$ cat config.mk
export PLATFORM = sky130hd
export DESIGN_NAME = unsigned_seq_divider_16by8
export DESIGN_NICKNAME = d
export VERILOG_FILES = /design/src/rtl/unsigned_seq_divider_16by8_pkg.sv /design/src/rtl/unsigned_seq_divider_16by8_div_step.sv /design/src/rtl/unsigned_seq_divider_16by8.sv
export SDC_FILE = /design/constraint.sdc
export NUM_CORES = 1
export LEC_CHECK = 0
export ABC_CLOCK_PERIOD_IN_PS = 3260
export CORE_MARGIN = 3
export CORE_UTILIZATION = 50
export CTS_CLUSTER_SIZE = 28
export DETAILED_ROUTE_END_ITERATION = 12
export GPL_ROUTABILITY_DRIVEN = 0
export PLACE_DENSITY = 0.73
export SLEW_MARGIN = 20
export SYNTH_ARGS = -nofsm -noshare
export SYNTH_HDL_FRONTEND = slang
export SYNTH_SLANG_ARGS = --single-unit
$ cat constraint.sdc
create_clock -name clk -period 3.26 [get_ports clk]
set_input_delay 0.652 -clock clk [delete_from_list [all_inputs] [get_ports clk]]
set_output_delay 0.652 -clock clk [all_outputs]
set_load 0.05 [all_outputs]
$ cat src/rtl/unsigned_seq_divider_16by8_pkg.sv
// Shared definitions for the sequential unsigned restoring divider:
// default width, FSM state encoding and counter sizing.
package unsigned_seq_divider_16by8_pkg;

    localparam int W_DEF = 8;

    typedef enum logic [1:0] {
        ST_IDLE = 2'd0,
        ST_BUSY = 2'd1,
        ST_DONE = 2'd2
    } state_e;

    function automatic int cnt_width(input int w);
        return $clog2(2 * w + 1);
    endfunction

endpackage

$ cat src/rtl/unsigned_seq_divider_16by8_div_step.sv
// One combinational restoring-division iteration: shift in the next dividend
// bit and conditionally subtract the divisor.
module unsigned_seq_divider_16by8_div_step #(
    parameter int W = 8
) (
    input  logic [W:0]   r,
    input  logic         dividend_bit,
    input  logic [W-1:0] divisor,
    output logic [W:0]   r_next,
    output logic         q_bit
);

    logic [W:0] t_s;
    logic [W:0] diff_s;

    assign t_s    = {r[W-1:0], dividend_bit};
    assign diff_s = t_s - {1'b0, divisor};

    // Restore (keep t) when the trial subtraction would go negative.
    always_comb begin
        r_next = t_s;
        q_bit  = 1'b0;
        if (t_s >= {1'b0, divisor}) begin
            r_next = diff_s;
            q_bit  = 1'b1;
        end else begin
            r_next = t_s;
            q_bit  = 1'b0;
        end
    end

endmodule

$ cat src/rtl/unsigned_seq_divider_16by8.sv
// Sequential unsigned restoring divider, 2W-bit dividend by W-bit divisor,
// one quotient bit per clock with valid/ready handshakes on both sides.
module unsigned_seq_divider_16by8
    import unsigned_seq_divider_16by8_pkg::*;
#(
    parameter int W = W_DEF
) (
    input  logic           clk,
    input  logic           rst,
    input  logic           in_valid,
    output logic           in_ready,
    input  logic [2*W-1:0] dividend,
    input  logic [W-1:0]   divisor,
    output logic           out_valid,
    input  logic           out_ready,
    output logic [2*W-1:0] quotient,
    output logic [W-1:0]   remainder,
    output logic           div_by_zero
);

    localparam int             CW       = cnt_width(W);
    localparam logic [CW-1:0]  LAST_CNT = CW'(2 * W - 1);
    localparam logic [CW-1:0]  CNT_ONE  = CW'(1);

    state_e          state_r;
    logic [2*W-1:0]  q_r;
    logic [W-1:0]    d_r;
    logic [W:0]      r_r;
    logic [CW-1:0]   cnt_r;

    logic [W:0]      r_next_s;
    logic            q_bit_s;

    unsigned_seq_divider_16by8_div_step #(.W(W)) u_div_step (
        .r            (r_r),
        .dividend_bit (q_r[2*W-1]),
        .divisor      (d_r),
        .r_next       (r_next_s),
        .q_bit        (q_bit_s)
    );

    // Control FSM, datapath registers and registered handshake/result outputs.
    always_ff @(posedge clk) begin
        if (rst) begin
            state_r     <= ST_IDLE;
            q_r         <= {(2*W){1'b0}};
            d_r         <= {W{1'b0}};
            r_r         <= {(W+1){1'b0}};
            cnt_r       <= {CW{1'b0}};
            in_ready    <= 1'b1;
            out_valid   <= 1'b0;
            quotient    <= {(2*W){1'b0}};
            remainder   <= {W{1'b0}};
            div_by_zero <= 1'b0;
        end else begin
            case (state_r)
                ST_IDLE: begin
                    if (in_valid) begin
                        q_r      <= dividend;
                        d_r      <= divisor;
                        r_r      <= {(W+1){1'b0}};
                        cnt_r    <= {CW{1'b0}};
                        in_ready <= 1'b0;
                        if (divisor == {W{1'b0}}) begin
                            state_r <= ST_DONE;
                        end else begin
                            state_r     <= ST_BUSY;
                            div_by_zero <= 1'b0;
                        end
                    end else begin
                        in_ready <= 1'b1;
                    end
                end
                ST_BUSY: begin
                    r_r   <= r_next_s;
                    q_r   <= {q_r[2*W-2:0], q_bit_s};
                    cnt_r <= cnt_r + CNT_ONE;
                    if (cnt_r == LAST_CNT) begin
                        state_r   <= ST_DONE;
                        out_valid <= 1'b1;
                        quotient  <= {q_r[2*W-2:0], q_bit_s};
                        remainder <= r_next_s[W-1:0];
                    end else begin
                        state_r <= ST_BUSY;
                    end
                end
                ST_DONE: begin
                    // Zero-divisor results land one edge after acceptance;
                    // q_r still holds the untouched dividend here.
                    if (!out_valid) begin
                        out_valid   <= 1'b1;
                        quotient    <= {(2*W){1'b1}};
                        remainder   <= q_r[W-1:0];
                        div_by_zero <= 1'b1;
                    end else if (out_ready) begin
                        state_r   <= ST_IDLE;
                        out_valid <= 1'b0;
                        in_ready  <= 1'b1;
                    end else begin
                        state_r <= ST_DONE;
                    end
                end
                default: begin
                    state_r   <= ST_IDLE;
                    in_ready  <= 1'b1;
                    out_valid <= 1'b0;
                end
            endcase
        end
    end

endmodule

# After elaboration in Yosys (flattened, before gate mapping)
# Index checks and enable logic that the tools add are counted.
# word_totals
word_cells	68
inputBits	28
regBits	66
out_inout_bits	27
# classes
n_bitwise	2
eq_ne	9
addsub	2
n_reduce_logical	12
mux	32
order_cmp	1
# ops
cell	n
case mux 16 bit (2 select lines)	2
two-way mux 16 bit	3
two-way mux 8 bit	4
case mux 8 bit (2 select lines)	2
inequality test 2 bit (second input constant)	6
two-way mux 1 bit	10
two-way mux 2 bit	5
case mux 5 bit (2 select lines)	1
greater-or-equal comparator 9 x 8 -> 1 bit	1
logical NOT 8 bit	1
AND reduction 2 bit	4
subtractor 8 bit	1
case mux 1 bit (3 select lines)	2
case mux 2 bit (3 select lines)	1
AND reduction 3 bit	2
nonzero test 2 bit	3
adder 5 x 1 -> 5 bit (second input constant)	1
equality test 5 x 4 -> 1 bit (second input constant)	1
two-way mux 5 bit	1
AND reduction 4 bit	1
equality test 2 x 1 -> 1 bit (second input constant)	1
equality test 2 bit (second input constant)	1
logical NOT 2 bit	1
NOT 1 bit	2
case mux 1 bit (2 select lines)	1

# Depth between registers and ports, before layout
# logic_depth
word_depth	4
ltp_mapped	10
mapped_depth_nobuf	10

# By module
# A second synthesis with hierarchy kept.
# unflattened
cells_unflattened	398
hier_area_um2	3482.1
# modules_own_cells
mod	seq_area_each_um2	area_each_um2	instances	cells_each
unsigned_seq_divider_16by8	1341.3	2935.3	1	322
unsigned_seq_divider_16by8_div_step	0.0	546.8	1	76

# Worst setup path after synthesis
# OpenSTA, ideal clock, no wires.
# synth_timing
path_type	register to register
start	register d_r[6]
end	register remainder[1]
setup_time_ns	0.117
t_arrival_ns	2.073
n_path_buf	0
path_stages_with_launch	9
slack_ns	1.070
synth_period_minus_slack_ns	2.190
required_ns	3.143
path_cell_list	dfxtp_1 > inv_1 > ha_1 > a21o_1 > a211o_1 > a211oi_4 > mux2_4 > o221ai_2 > nand2_1
# synth_between
elab_chain_len	4
# synth_rtl
item	line_no	text
from (decl)	unsigned_seq_divider_16by8.sv:27	logic [W-1:0] d_r;
from (signal assigned)	unsigned_seq_divider_16by8.sv:47	d_r <= {W{1'b0}};
from (signal assigned)	unsigned_seq_divider_16by8.sv:60	d_r <= divisor;
greater-or-equal comparator 9 x 8 -> 1 bit	unsigned_seq_divider_16by8_div_step.sv:23	if (t_s >= {1'b0, divisor}) begin
two-way mux 8 bit	unsigned_seq_divider_16by8_div_step.sv:23	
two-way mux 8 bit	unsigned_seq_divider_16by8.sv:78	if (cnt_r == LAST_CNT) begin
case mux 8 bit (2 select lines)	unsigned_seq_divider_16by8.sv:56	case (state_r)
to (signal assigned)	unsigned_seq_divider_16by8.sv:53	remainder <= {W{1'b0}};
to (signal assigned)	unsigned_seq_divider_16by8.sv:82	remainder <= r_next_s[W-1:0];
to (signal assigned)	unsigned_seq_divider_16by8.sv:93	remainder <= q_r[W-1:0];
to (decl)	unsigned_seq_divider_16by8.sv:17	output logic [W-1:0] remainder,
# No other way between the ends. The select of a mux whose other input is x is not followed.
# A chain may end at the register's enable or synchronous reset.

# Worst setup path after layout
# layout_timing
start	register d_r[6]
end	register remainder[6]
# layout_between
elab_chain_len	4
elab_cells_between_ends	5
cone_classes	1 x add/sub; 1 x order compare; 3 x mux
# layout_rtl
item	line_no
subtractor 8 bit / greater-or-equal comparator 9 x 8 -> 1 bit (equally long branches)	unsigned_seq_divider_16by8_div_step.sv:17, unsigned_seq_divider_16by8_div_step.sv:23
two-way mux 8 bit *	unsigned_seq_divider_16by8_div_step.sv:23
two-way mux 8 bit *	unsigned_seq_divider_16by8.sv:78
case mux 8 bit (2 select lines) *	unsigned_seq_divider_16by8.sv:56
# Mark *: on every way between the ends. The rest lies on a longest branch, timed or not. The select of a mux whose other input is x is not followed.

==> impl_metrics.yaml <==
logic_synthesis:
  yosys_register_bits: 66
  synth_edf_count: 0
  ys_warn_count: 0
  syn_inst: 367
  synth_area_um2: 3154
  avgSynthCellArea_um2: 8.595
  ys_async_sr_fraction_pct: 0
  syn_nets: 410
  ys_types: 51
  seq_area_frac_synth_pct: 41.89
  synth_ff_type: "dfxtp_1"
final_layout:
  syn_to_final_growth_pct: 25.86
  drive_gt1_share_pct: 8.076
  fin_area_um2: 3970
  mostFrequentLayoutCell: "dfxtp_1"
  diodes: 0
  nets: 459
  layout_common_cells: "66 x dfxtp_1, 53 x clkdlybuf4s50_1, 51 x nor2_1, 36 x nand2_1, 23 x a21oi_1"
global_routing:
  grt_max_degree: 35
  first_global_vias: 2711
  grt_use_total_pct: 22.34
  grt_pass1_wl_um: 12970
  grt_overflow: 0
  antenna_found_initial: 0
cts:
  clockRootBuffer: "clkbuf_8"
  worstSkewPairLatency_ns: 0.34
  htree_levels: 3
  postCtsSetupRepairBufs: 0
  cts_tree: "built"
  postCtsHoldBufs: 0
  clockBufferDepth: 2
  ctsResizeCount: 0
  clk_pin_slew_worst_paths_ns: 0.07
  cts-buffers-inserted: 9
  cts_sinks: 66
routing:
  route.met2.wl_um: 3488
  first_pass_iters: 4
  met1_length_um: 3553
  via_per_inst: 5.685
  highest_layer: "met4"
  route.detailed.drc: 0
  routed_wl_um: 7690
  wl_met3_um: 510
  drtAntennaViolNets: 0
  drt-initial-drc-count: 202
  dr_total_vias: 2820
  wl_per_cell_um: 15.50
worst_hold_path:
  hold_class: "reg2reg"
  hold_start: "remainder[5]"
  hold_depth: 2
  whs_endpoint: "remainder[5]"
timing:
  final-max-slew-violation-count: 0
  rsz0062_at_grt: "no"
  clock_skew_ns: 0.008164
  setup_viol: 0
  max-slew-margin-rel_pct: 56.69
  finalSetupTns_ns: 0
  period_minus_slack_ns: 2.524
  max_freq_ghz: 0.3962
  timing.final.crit_share_pct: 77.42
  worst_pin_slew_ns: 0.6483
  hold_violations: 0
  hold_ws_ns: 0.4538
worst_setup_path:
  cp_top_family: "compound AO/OA/AOI/OAI gates"
  r2r_slack_ns: 0.74
  r2r-end: "remainder[6]"
  reg2reg_from: "d_r[6]"
  path_max_fanout: 10
  end_kind: "flop"
  worstPathBufferInverterCount: 2
  worst_path_largest_cell_delay_ns: 0.46
  critPathSlowestCell: "a211oi_4"
  crit_chain: "inv_1 > ha_1 > a21o_1 > a211o_1 > a211oi_4 > buf_4 > mux2i_1 > a211oi_2"
  arrival_ns: 2.74
  cp-start-kind: "flop"
  worstSetupPathType: "reg2reg"
  required_ns: 3.48
  reg2reg_depth: 8
flow_run:
  maxCapViolCount: 0
placement:
  port_buffers: 54
  hpwl_um: 5421
  dpl_cell_area_um2: 3732
floorplanning:
  start_util_pct: 52.35
  die_w_um: 85.43
  rows: 28
  dieArea_um2: 7297
  coreArea_um2: 6026
  boundaryPins: 55
  die_h_um: 85.43
pwr:
  powerDensity_nw_per_um2: 606.0
  leakage_nw: 1.533
  ir_drop_v: 0.0003655
run_status:
  status: "finished clean"
tightest hold or removal path, cell delays in order, from the launching register on:
cell     delay, ns
dfxtp_1       0.32
nand2_1       0.05
o21ai_1       0.05
stage by stage:
step	setup slack, ns	total power [W]	utilization (%)	instances
6_report	0.7361	0.002406	65.88	496
5_1_grt	0.5836	0.002526	65.88	496
4_1_cts	0.7517	0.002416	65.88	496
3_5_place_dp	0.7099	0.001623	61.94	480
3_3_place_gp	0.7455	0.001618	61.94	480
2_1_floorplan	1.070	0.001440	-	367
state kept, by name (all words and copies together) (netlist names), 2 cells and up:
register	cells
remainder	8
q_r	16
quotient	16
state_r	2
cnt_r	5
d_r	8
r_r	8
worst max path at each step:
stage | start | end | slack (ns) | cells after the start
after floorplan | d_r[6] | remainder[1] | 1.07 | 8
after global placement | in_valid | r_r[7] | 0.75 | 6
after detailed placement | in_valid | r_r[7] | 0.71 | 6
after CTS | d_r[6] | remainder[6] | 0.75 | 8
after global routing | cnt_r[0] | remainder[7] | 0.58 | 9
final | d_r[6] | remainder[6] | 0.74 | 8
Yosys cell counts, types with 2 or more instances:
cell type | instances | area (um2)
ha_1 | 14 | 175.2
a22o_1 | 3 | 26.28
inv_1 | 15 | 56.30
and2_1 | 2 | 12.51
or2_2 | 2 | 12.51
nor2_1 | 51 | 191.4
a211oi_1 | 16 | 120.1
nor2b_1 | 6 | 37.54
a21oi_2 | 2 | 17.52
clkbuf_1 | 13 | 48.80
nor3_1 | 5 | 25.02
o21ai_0 | 7 | 35.03
o21a_1 | 2 | 15.01
dfxtp_1 | 66 | 1321
xor2_1 | 3 | 26.28
a211o_1 | 2 | 17.52
nand2b_1 | 2 | 12.51
a31oi_1 | 3 | 18.77
mux2i_1 | 17 | 170.2
nand3_1 | 6 | 30.03
a22oi_1 | 4 | 30.03
xnor2_1 | 3 | 26.28
buf_2 | 4 | 20.02
and3_1 | 2 | 12.51
a21o_1 | 3 | 22.52
o21ai_1 | 8 | 40.04
nand2_1 | 36 | 135.1
buf_1 | 3 | 11.26
a32oi_1 | 4 | 35.03
nor4_1 | 2 | 12.51
a21oi_1 | 23 | 115.1
o22ai_1 | 19 | 118.9
kinds of logic after synthesis:
group,share of synthesized area [%]
fa+ha+maj,6.188
flops,41.89
compound gates,22.77
xor+xnor,1.666
simple gates,16.78
mux,5.870
buf+inv,4.839
final cells by class:
cell class | count | area [um2]
fillers | 507 | 2056
multi-input cells | 264 | 1680
flip-flops and latches | 66 | 1321
repair buffers | 60 | 580.6
clock buffers | 12 | 165.2
well taps | 75 | 93.84
clock inverters | 4 | 72.57
inverters | 15 | 56.30
power by group:
part	switching, W	total (W)	internal (W)
Clock	0.000298	0.000790	0.000492
Combinational	0.000405	0.000678	0.000273
Sequential	0.0000592	0.000938	0.000878
metal layers:
layer | track usage, % | up-vias
li1 | - | 1412
met1 | 29.52 | 1311
met2 | 34.82 | 80
met3 | 5.631 | 17
met4 | 9.065 | 0
met5 | 0 | -
Power figures use the tool's default switching activity.
